### src/rtl/datapath_ctrl_pkg.sv
// Shared datapath definitions: default word size, instruction field
// positions and the controller state encoding.
package datapath_ctrl_pkg;

    localparam int DP_WORD_SIZE = 32;
    localparam int INSTR_W      = 9;

    // Instruction fields: [8:6] alu op, [5:4] addr1, [3:2] addr2, [1:0] addr3
    localparam int ALU_MSB = 8;
    localparam int ALU_LSB = 6;
    localparam int A1_MSB  = 5;
    localparam int A1_LSB  = 4;
    localparam int A2_MSB  = 3;
    localparam int A2_LSB  = 2;
    localparam int A3_MSB  = 1;
    localparam int A3_LSB  = 0;

    typedef enum logic [2:0] {
        ST_IDLE  = 3'd0,
        ST_SETUP = 3'd1,
        ST_WAIT  = 3'd2,
        ST_WRITE = 3'd3,
        ST_DONE  = 3'd4
    } state_t;

endpackage

### src/rtl/datapath_ctrl.sv
// Instruction sequencer for a small register-file/ALU datapath.
//
// state    | meaning
// ---------+--------------------------------------------------------
// ST_IDLE  | instr_ready=1, waiting for instr_valid
// ST_SETUP | latched fields on alu/addr*, wr=0, wait counter loaded
// ST_WAIT  | ALU settling for EXEC_CYCLES cycles
// ST_WRITE | wr=1 for one cycle; result/carry captured on exit
// ST_DONE  | done=1 for one cycle; op_count bumped on exit
module datapath_ctrl
    import datapath_ctrl_pkg::*;
#(
    parameter int WORD_SIZE   = DP_WORD_SIZE,
    parameter int EXEC_CYCLES = 1
) (
    input  logic                 clk,
    input  logic                 rst,
    input  logic [INSTR_W-1:0]   instr,
    input  logic                 instr_valid,
    output logic                 instr_ready,
    output logic [1:0]           addr1,
    output logic [1:0]           addr2,
    output logic [1:0]           addr3,
    output logic [2:0]           alu,
    output logic                 wr,
    input  logic [WORD_SIZE-1:0] result_in,
    input  logic                 cout_in,
    output logic [WORD_SIZE-1:0] res_out,
    output logic                 cout_out,
    output logic                 done,
    output logic [7:0]           op_count
);

    // The counter counts EXEC_CYCLES-1 down to 0, so WAIT spans EXEC_CYCLES cycles.
    localparam logic [3:0] WAIT_LOAD = 4'(EXEC_CYCLES - 1);

    state_t     state;
    state_t     state_nxt;
    logic [3:0] wait_cnt;
    logic       accept;

    assign accept = (state == ST_IDLE) && instr_valid;

    // State register.
    always_ff @(posedge clk or posedge rst) begin
        if (rst) begin
            state <= ST_IDLE;
        end else begin
            state <= state_nxt;
        end
    end

    // Next-state and state-decoded strobes.
    always_comb begin
        state_nxt   = state;
        instr_ready = 1'b0;
        wr          = 1'b0;
        done        = 1'b0;
        case (state)
            ST_IDLE: begin
                // Held low during reset even though the state already reads IDLE.
                instr_ready = ~rst;
                if (instr_valid) begin
                    state_nxt = ST_SETUP;
                end
            end
            ST_SETUP: begin
                state_nxt = ST_WAIT;
            end
            ST_WAIT: begin
                if (wait_cnt == 4'd0) begin
                    state_nxt = ST_WRITE;
                end
            end
            ST_WRITE: begin
                wr        = 1'b1;
                state_nxt = ST_DONE;
            end
            ST_DONE: begin
                done      = 1'b1;
                state_nxt = ST_IDLE;
            end
            default: begin
                state_nxt = ST_IDLE;
            end
        endcase
    end

    // Instruction field latch; fields hold until the next accepted instruction.
    always_ff @(posedge clk or posedge rst) begin
        if (rst) begin
            alu   <= 3'd0;
            addr1 <= 2'd0;
            addr2 <= 2'd0;
            addr3 <= 2'd0;
        end else if (accept) begin
            alu   <= instr[ALU_MSB:ALU_LSB];
            addr1 <= instr[A1_MSB:A1_LSB];
            addr2 <= instr[A2_MSB:A2_LSB];
            addr3 <= instr[A3_MSB:A3_LSB];
        end
    end

    // Settle-time down-counter, loaded in SETUP and decremented through WAIT.
    always_ff @(posedge clk or posedge rst) begin
        if (rst) begin
            wait_cnt <= 4'd0;
        end else if (state == ST_SETUP) begin
            wait_cnt <= WAIT_LOAD;
        end else if ((state == ST_WAIT) && (wait_cnt != 4'd0)) begin
            wait_cnt <= wait_cnt - 4'd1;
        end
    end

    // Result capture on the edge leaving WRITE, so the value is the pre-write one
    // even when the destination aliases a source register.
    always_ff @(posedge clk or posedge rst) begin
        if (rst) begin
            res_out  <= '0;
            cout_out <= 1'b0;
        end else if (state == ST_WRITE) begin
            res_out  <= result_in;
            cout_out <= cout_in;
        end
    end

    // Completed-instruction counter, wraps naturally at 256.
    always_ff @(posedge clk or posedge rst) begin
        if (rst) begin
            op_count <= 8'd0;
        end else if (state == ST_DONE) begin
            op_count <= op_count + 8'd1;
        end
    end

endmodule

### config.mk
export PLATFORM = sky130hd
export DESIGN_NAME = datapath_ctrl
export DESIGN_NICKNAME = d
export VERILOG_FILES = /design/src/rtl/datapath_ctrl_pkg.sv /design/src/rtl/datapath_ctrl.sv
export SDC_FILE = /design/constraint.sdc
export NUM_CORES = 1
export LEC_CHECK = 0
export CAP_MARGIN = 10
export CORE_MARGIN = 3
export CORE_UTILIZATION = 46
export DETAILED_ROUTE_END_ITERATION = 16
export PLACE_DENSITY = 0.85
export SYNTH_ARGS = -nofsm -noshare
export SYNTH_HDL_FRONTEND = slang
export SYNTH_SLANG_ARGS = --single-unit
export TNS_END_PERCENT = 10
### constraint.sdc
create_clock -name clk -period 4.8 [get_ports clk]
set_clock_uncertainty 0.15 [all_clocks]
set_input_delay 0.96 -clock clk [delete_from_list [all_inputs] [get_ports clk]]
set_output_delay 0.96 -clock clk [all_outputs]
set_load 0.02 [all_outputs]
==> results.sh, run 1 <==
export IMPL_status="complete, no violations"
export IMPL_wirelength_um=5250
export IMPL_die_area_um2=6030
export IMPL_min_path_type="flop to flop"
export IMPL_wl_met3_um=344
export IMPL_place_ws_ns=1.48
export IMPL_rows=25
export IMPL_cpMaxStageDelayCell="clkdlybuf4s50_1"
export IMPL_min_period_over_period_pct=72.1
export IMPL_drv_cap=0
export IMPL_tritoncts="done"
export IMPL_drive_gt1_share_pct=24.8
export IMPL_synth_seq_cells=57
export IMPL_cts_root_buf="clkbuf_8"
export IMPL_p_int_uw=1600
export IMPL_io_buffers=97
export IMPL_num_io_pins=98
export IMPL_fin_cells=333
export IMPL_whs_path_depth=1
export IMPL_grt_pass1_wl_um=8910
export IMPL_hold_buffers=0
export IMPL_dpl_hpwl_um=3850
export IMPL_post_synth_num_cell_types=31
export IMPL_synth_compound_area_share_pct=2.39
export IMPL_synth_mux_area_share_pct=20.5
export IMPL_cpLargestDelayFamily="buffers and inverters"
export IMPL_rsz0062_at_grt="false"
export IMPL_max_stage_delay_ns=0.69
export IMPL_numCtsBuffers=9
export IMPL_first_iter_violations=29
export IMPL_critPathBufInv=3
export IMPL_nNetsFinal=309
export IMPL_route_met2_wl_um=2640
export IMPL_grt_pass1_vias=1862
export IMPL_dp_cells=317
export IMPL_vdd_drop_max_uv=334
export IMPL_gp_congestion=0.662
export IMPL_fin_ws_ns=1.34
export IMPL_relSlewSlack_pct=53.2
export IMPL_n_antenna_cell=0
export IMPL_met1Wirelength_um=2210
export IMPL_post_drt_via_cell_ratio=4.99
export IMPL_via_count=1661
export IMPL_die_w_um=77.6
export IMPL_clock_sinks=57
export IMPL_synthXorXnorAreaFrac_pct=2.97
export IMPL_synth_top_family_by_area="multiplexers"
export IMPL_hold_path_startpoint="op_count[7]"
export IMPL_required_ns=3.69
export IMPL_cp_max_fo=34
export IMPL_syn_inst=157
export IMPL_yosys_area_share_simple_pct=8.85
export IMPL_slew_viol_final=0
export IMPL_fmax_ghz=0.289
export IMPL_synth_nets=205
export IMPL_setup_viol=0
export IMPL_htree_levels=3
export IMPL_wl_per_cell_um=15.8
export IMPL_power_frac_seq_pct=34.6
export IMPL_syn_to_final_growth_pct=51.8
export IMPL_drcViolationCount=0
export IMPL_final_hold_violation_count=0
export IMPL_grt_max_degree=35
export IMPL_highest_layer="met4"
export IMPL_max_clock_path_buffers=2
export IMPL_power_switching_uw=845
export IMPL_post_cts_buffers=0
export IMPL_fillers=350
export IMPL_cts_resized=0
export IMPL_clk_pin_slew_ns=0.07
export IMPL_start_kind="flop"
export IMPL_p_comb_share_pct=46.1
export IMPL_pwr_share_clk_pct=19.3
export IMPL_fin_tns_setup_ns=0
export IMPL_yosys_warnings=0
export IMPL_clock_latency_ns=0.33
export IMPL_ant_nets=0
export IMPL_reg2reg_slack_ns=2.80
export IMPL_min_to="op_count[7]"
export IMPL_initial_core_util_pct=48.7
export IMPL_synth_fa_ha_area_share_pct=1.59
export IMPL_switching_share_pct=34.5
export IMPL_period_minus_slack_ns=3.46
export IMPL_crit_type="flop to primary output"
export IMPL_r2r_cells=4
export IMPL_grt_antenna_before_repair=0
export IMPL_die_y_um=77.6
export IMPL_ys_seq_area_share_pct=60.4
export IMPL_reg2reg_to="res_out[6]"
export IMPL_p_leak_uw=0.00148
export IMPL_power_density_nw_per_um2=683
export IMPL_reg2reg_from="state[0]"
export IMPL_grt_overflow_total=0
export IMPL_firstDrtPassIters=4
export IMPL_worstSetupEndpointType="primary output"
export IMPL_crit_arrival_ns=2.35
export IMPL_tightestPinTransition_ns=0.701
export IMPL_worstPathCellList="inv_2 -> nor3b_4 -> buf_4 -> clkdlybuf4s50_1"
export IMPL_coreArea_um2=4850
export IMPL_grt_usage_pct=19.1
export IMPL_avgSynthCellArea_um2=15.0
export IMPL_syn_area_um2=2360
## stage by stage
| stage | utilization, % | hold WS [ns] | total power, uW | instance area [um2] |
|---|---|---|---|---|
| after floorplan | - | 0.380 | 1490 | 2360 |
| after global placement | 69.5 | 0.319 | 1960 | 3370 |
| after detailed placement | 69.5 | 0.319 | 1990 | 3370 |
| after CTS | 73.9 | 0.328 | 2480 | 3580 |
| after global routing | 73.9 | 0.358 | 2580 | 3580 |
| final | 73.9 | 0.327 | 2450 | 3580 |
## Yosys cell counts
library cell | count | area [um2]
nor3b_1 | 2 | 15.0
ha_1 | 3 | 37.5
and2_1 | 2 | 12.5
a211oi_1 | 2 | 15.0
dfrtp_1 | 57 | 1430
a31o_2 | 1 | 8.76
a21oi_1 | 3 | 15.0
buf_2 | 1 | 5.00
xor2_1 | 1 | 8.76
mux2_1 | 2 | 22.5
nand3_1 | 4 | 20.0
inv_2 | 1 | 3.75
a21o_1 | 1 | 7.51
or3b_2 | 1 | 8.76
nor2b_1 | 1 | 6.26
and4_1 | 1 | 8.76
nor3_1 | 1 | 5.00
xnor2_1 | 7 | 61.3
mux2_2 | 41 | 462
buf_6 | 4 | 45.0
nor2_1 | 2 | 7.51
nand4_1 | 2 | 12.5
a311o_1 | 1 | 10.0
nor3b_4 | 2 | 37.5
nor3b_2 | 1 | 12.5
nand2_1 | 2 | 7.51
buf_4 | 1 | 7.51
nor4_1 | 3 | 18.8
inv_1 | 4 | 15.0
nor4b_4 | 1 | 23.8
and3_1 | 2 | 12.5
## state kept, by name (all words and copies together) (netlist names)
name	cells
addr1	2
op_count	8
addr3	2
cout_out	1
addr2	2
wait_cnt	4
res_out	32
alu	3
state	3
## final cells by class
| type | count | area (um2) | area share [%] |
|---|---|---|---|
| Sequential cell | 57 | 1430 | 39.8 |
| Timing Repair Buffer | 99 | 986 | 27.5 |
| Multi-Input combinational cell | 89 | 857 | 23.9 |
| Clock buffer | 10 | 128 | 3.56 |
| Tap cell | 67 | 83.8 | 2.34 |
| Clock inverter | 6 | 82.6 | 2.31 |
| Inverter | 5 | 18.8 | 0.524 |
## cells in the final DEF (no fill, tap or decap), types with 2 or more instances in the layout
cell type        synthesis  final
a211oi_1                 2      2
a21oi_1                  3      3
and2_1                   2      2
and3_1                   2      2
buf_4                    1      2
bufinv_16                0      2
clkbuf_8                 0      9
clkdlybuf4s50_1          0     97
clkinv_2                 0      3
dfrtp_1                 57     57
ha_1                     3      3
inv_1                    4      3
inv_2                    1      2
mux2_1                   2      2
mux2_2                  41     41
nand2_1                  2      2
nand3_1                  4      4
nand4_1                  2      2
nor2_1                   2      2
nor3b_1                  2      2
nor3b_4                  2      2
nor4_1                   3      3
xnor2_1                  7      7
## worst max path at each step
stage | startpoint | end | slack, ns | cells past startpoint
detailed placement | rst | instr_ready | 1.48 | 3
global route | state[0] | wr | 1.21 | 4
global placement | rst | instr_ready | 1.47 | 3
floorplan | rst | instr_ready | 2.10 | 1
finish | state[0] | wr | 1.34 | 4
CTS | state[0] | wr | 1.30 | 4
## metal layers
layer	global-route usage, %	up-vias
li1	-	769
met1	22.1	814
met2	33.5	72
met3	5.45	6
met4	6.76	0
met5	0	-
## kinds of logic (layout without fill, tap and decap cells)
logic type	after synthesis	after routing
buf+inv	11	120
simple gates	27	27
mux	43	43
compound gates	8	8
flops	57	57
xor+xnor	8	8
fa+ha+maj	3	3
## power groups by stage
stage | clock [uW] | sequential (uW) | combinational (uW)
2_1_floorplan | 0 | 1050 | 439
3_3_place_gp | 0 | 838 | 1120
3_5_place_dp | 0 | 855 | 1140
4_1_cts | 485 | 851 | 1150
5_1_grt | 502 | 883 | 1200
6_report | 472 | 847 | 1130
Power figures use the tool's default switching activity.
==> run 2: changes to the inputs <==
Settings changed: CORE_UTILIZATION 46 to 38, PLACE_DENSITY 0.85 to 0.75.
Clock period 4.8 ns to 3.1 ns, I/O delays scaled along.
==> results.sh, run 2 (synthesis results as in run 1) <==
export IMPL_drcViolationCount=0
export IMPL_period_minus_slack_ns=2.72
export IMPL_via_count=1602
export IMPL_wl_per_cell_um=13.9
export IMPL_rows=28
export IMPL_worstSetupEndpointType="primary output"
export IMPL_drv_cap=0
export IMPL_slew_viol_final=0
export IMPL_numCtsBuffers=9
export IMPL_final_cell_mix="97 x clkdlybuf4s50_1, 57 x dfrtp_1, 41 x mux2_2"
export IMPL_final_area_um2=3600
export IMPL_post_cts_buffers=0
export IMPL_dp_cells=326
export IMPL_largestRegisters="res_out (32), op_count (8), wait_cnt (4)"
export IMPL_grt_max_degree=34
export IMPL_die_area_um2=7190
export IMPL_grt_overflow_total=0
export IMPL_wirelength_um=4750
export IMPL_place_area_um2=3400
export IMPL_grt_pass1_wl_um=7790
export IMPL_start_kind="flop"
export IMPL_post_drt_via_cell_ratio=4.70
export IMPL_min_period_over_period_pct=87.7
export IMPL_tritoncts="done"
export IMPL_dpl_hpwl_um=3450
export IMPL_io_buffers=97
export IMPL_final_hold_violation_count=0
export IMPL_largest_register_ffs=32
export IMPL_relSlewSlack_pct=59.1
export IMPL_clock_latency_ns=0.32
export IMPL_coreArea_um2=5960
export IMPL_worstPathCellList="inv_2 -> nor3b_4 -> clkdlybuf4s50_1"
export IMPL_mostFrequentLayoutCell="clkdlybuf4s50_1"
export IMPL_num_io_pins=98
export IMPL_ant_nets=0
export IMPL_htree_levels=3
export IMPL_die_w_um=84.8
export IMPL_cts_resized=0
export IMPL_nNetsFinal=310
export IMPL_grt_pass1_vias=1647
export IMPL_cp_max_fo=10
export IMPL_status="complete, no violations"
export IMPL_n_antenna_cell=0
export IMPL_grt_usage_pct=13.8
export IMPL_max_stage_delay_ns=0.68
export IMPL_firstDrtPassIters=4
export IMPL_top_register="res_out"
export IMPL_crit_arrival_ns=1.95
export IMPL_rsz0062_at_grt="false"
export IMPL_max_clock_path_buffers=2
export IMPL_fin_hold_ws_ns=0.328
export IMPL_hold_buffers=0
export IMPL_setup_viol=0
export IMPL_fillers=490
export IMPL_required_ns=2.33
export IMPL_fin_tns_setup_ns=0
export IMPL_cts_root_buf="clkbuf_8"
export IMPL_clk_pin_slew_ns=0.06
export IMPL_first_iter_violations=12
export IMPL_cpMaxStageDelayCell="clkdlybuf4s50_1"
export IMPL_p_leak_uw=0.00149
export IMPL_initial_core_util_pct=39.6
export IMPL_fin_cells=341
export IMPL_crit_type="flop to primary output"
export IMPL_drive_gt1_share_pct=24.8
export IMPL_fmax_ghz=0.368
export IMPL_grt_antenna_before_repair=0
export IMPL_syn_to_final_growth_pct=52.4
export IMPL_tightestPinTransition_ns=0.613
export IMPL_die_y_um=84.8
export IMPL_min_path_type="flop to flop"
export IMPL_power_density_nw_per_um2=1030
export IMPL_gp_congestion=0.663
export IMPL_clock_sinks=57
export IMPL_vdd_drop_max_uv=535
## run 2: changes by cell type in the layout (fill, tap and decap cells not counted), sizes merged
| cell | delta |
|---|---|
| clkbuf | +2 |
| buf | +1 |
| bufinv | -1 |
| clkinv | -1 |
| clkinvlp | -1 |
## run 2: critical path: cells and delay by family, from the launching register on
kind                   cells  cell delay (ns)
buffers and inverters      2             0.80
flip-flops                 1             0.63
AND/OR/NAND/NOR            1             0.21
## run 2: per-stage QoR
step / total power (uW) / utilization, % / worst slack, ns
floorplan: 2310 / - / 0.930
global placement: 3040 / 57.1 / 0.442
detailed placement: 3080 / 57.1 / 0.475
CTS: 3770 / 60.4 / 0.350
global route: 3940 / 60.4 / 0.281
finish: 3710 / 60.4 / 0.380
## run 2: metal layers
metal	global-route usage, %	part of all wire (%)
met1	17.3	45
met2	21.5	47
met3	4.81	7.0
met4	6.47	1.5
met5	0	0
## run 2: layout make-up
type / instances / area [um2] / share of cell area, %
Tap cell: 75 / 93.8 / 2.61
Inverter: 5 / 18.8 / 0.522
Sequential cell: 57 / 1430 / 39.7
Timing Repair Buffer: 100 / 1010 / 28.0
Clock inverter: 3 / 40.0 / 1.11
Multi-Input combinational cell: 89 / 857 / 23.8
Clock buffer: 12 / 155 / 4.31
## run 2: path summary, 6_finish.rpt
kind                               end  cells after the start        start  slack (ns)
min in group asynchronous     state[1]                      2          rst        0.57
hold / removal             op_count[7]                      1  op_count[7]        0.33
setup / recovery                    wr                      3     state[0]        0.38
hold reg to reg            op_count[7]                      1  op_count[7]        0.33
setup reg to reg           res_out[12]                      4     state[0]        1.07
max in group asynchronous  res_out[27]                      3          rst        1.66
## run 2: power breakdown
part           switching [uW]  internal, uW  total, uW
clock                     262           408        670
sequential                230          1070       1300
combinational             775           966       1740
==> RTL change: new RTL, settings of run 1 <==
Re-encode `state_t` (5 states) as one-hot, 5 bits wide.
--- a/src/rtl/datapath_ctrl_pkg.sv
+++ b/src/rtl/datapath_ctrl_pkg.sv
@@ -16,10 +16,10 @@
     localparam int A3_LSB  = 0;
 
-    typedef enum logic [2:0] {
-        ST_IDLE  = 3'd0,
-        ST_SETUP = 3'd1,
-        ST_WAIT  = 3'd2,
-        ST_WRITE = 3'd3,
-        ST_DONE  = 3'd4
+    typedef enum logic [4:0] {
+        ST_IDLE  = 5'b00001,
+        ST_SETUP = 5'b00010,
+        ST_WAIT  = 5'b00100,
+        ST_WRITE = 5'b01000,
+        ST_DONE  = 5'b10000
     } state_t;
 
Behaviour: same outputs for any inputs over 10 cycles, from zero or initial values and one cycle with rst high; not proved beyond that.
==> RTL change against run 1 <==
  * Power shrank 7.5%
  * Sequential cell count is 2 higher
  * Final area is 4.8% higher
  * Wire length down 2.3%
  * Final cell count increased by 6.3%
  * Setup slack better by 0.056 ns
  * Count of clock-buffer cells in the layout is 3 higher
  * Synthesized cell count rose by 11%
  * Synthesized area increased by 4.6%
==> RTL change: results (changes against run 1) <==
[place]
dp_hpwl_mm = 3.78  ; -1.8%
preCtsSetupSlack_ns = 1.41  ; -0.0654 ns
placed_area_mm2 = 0.00351  ; +4.0%
dp.cells = 338  ; +6.6%
place.gp.congestion = 0.764  ; +15%

[detailed_routing]
drtIter0Drc = 48  ; +66%
drt-vias-per-instance = 5.02  ; +0.64%
wl_per_cell_um = 14.5  ; -8.1%

[pwr]
seq-power_uw = 806  ; -4.8%
netSwitchingPower_uw = 737  ; -13%
ir_worst_vdd_mv = 0.374  ; +12%
powerClk_uw = 534  ; +13%
p_clk_share_pct = 23.6  ; +4.3 points
p_leak_nw = 1.63  ; +10%

[worst_setup_path]
path_max_fanout = 2  ; -94%
r2r_end = addr1[0]$_DFFE_PP0P_
r2r_start = state[2]$_DFFE_PP0P_
r2r_cells = 3  ; -1
crit_arrival_ns = 2.29  ; -0.06 ns
r2r_slack_ns = 2.92  ; +0.12 ns

[logic_synthesis]
syn_avg_cell_area_um2 = 14.1  ; -6.2%
syn_nets = 223  ; +8.8%
synth_area_leaders = dfrtp_1, mux2_1, mux2_2
synthTopCellsByCount = dfrtp_1, mux2_1, inv_1
ys_seq_area_share_pct = 59.9  ; -0.56 points
netlist-cell-type-count = 35  ; +13%

[global_routing]
grt_pass1_vias = 1874  ; +0.64%
grt_pass1_wl_mm = 8.52  ; -4.3%
grt_max_degree = 52  ; +49%

[final_layout]
reg_top3 = res_out x32, op_count x8, state x5
nets = 327  ; +5.8%
final.fill_count = 380  ; +8.6%
final_cells = 354  ; +6.3%
final_layout_size_suffix_gt1_share_pct = 13.0  ; -12 points

[min_path]
hold_end = op_count[7]$_DFFE_PP0P_

[clock_network]
clkTransAtPathRegs_ns = 0.06

[timing]
relSlewSlack_pct = 32.8  ; -20 points

[status]
outcome = complete, no violations

[RTL change: cell types whose count changed in the layout (fill, tap and decap cells not counted), moves of 3 or more]
cell and delta:
mux2_2 -33, xnor2_1 -4, xor2_1 +3, mux2_1 +33
inv_1 +6, clkinv_2 -3, clkbuf_8 +4, nand4_1 +3
o21ai_0 +5
[RTL change: worst max path at each step]
stage	startpoint	endpoint	slack, ns	cells past startpoint
finish	rst	instr_ready	1.40	3
global route	rst	instr_ready	1.33	3
CTS	rst	instr_ready	1.39	3
detailed placement	rst	instr_ready	1.41	3
global placement	rst	instr_ready	1.40	3
floorplan	rst	instr_ready	2.06	1
[RTL change: cell type report]
type	instances	area, um^2	area share [%]
flip-flops and latches	59	1480	39.4
repair buffers	99	986	26.3
multi-input cells	100	918	24.5
clock buffers	13	179	4.77
well taps	70	87.6	2.33
clock inverters	3	67.6	1.80
inverters	10	37.5	1.00
[RTL change: per-layer routing]
layer / global-route usage [%] / up-vias / share of wire, %
li1: - / 829 / -
met1: 20.0 / 864 / 39
met2: 28.6 / 72 / 50
met3: 7.48 / 12 / 8.7
met4: 9.45 / 0 / 2.1
met5: 0 / - / 0
[RTL change: critical path, stage by stage]
cell             delay, ns
clkdlybuf4s50_1       0.44
nor4_1                0.24
clkdlybuf4s50_1       0.65
[RTL change: cell families (layout without fill, tap and decap cells)]
group | count (synthesis) | count (layout) | share of synthesized area, %
adders and majority gates | 3 | 3 | 1.52
xor gates and xnor gates | 7 | 7 | 2.48
muxes | 45 | 45 | 20.4
DFF | 59 | 59 | 59.9
AOI/OAI and AO/OA | 9 | 9 | 2.23
and+or+nand+nor | 36 | 36 | 10.5
buffers and inverters | 16 | 125 | 2.89
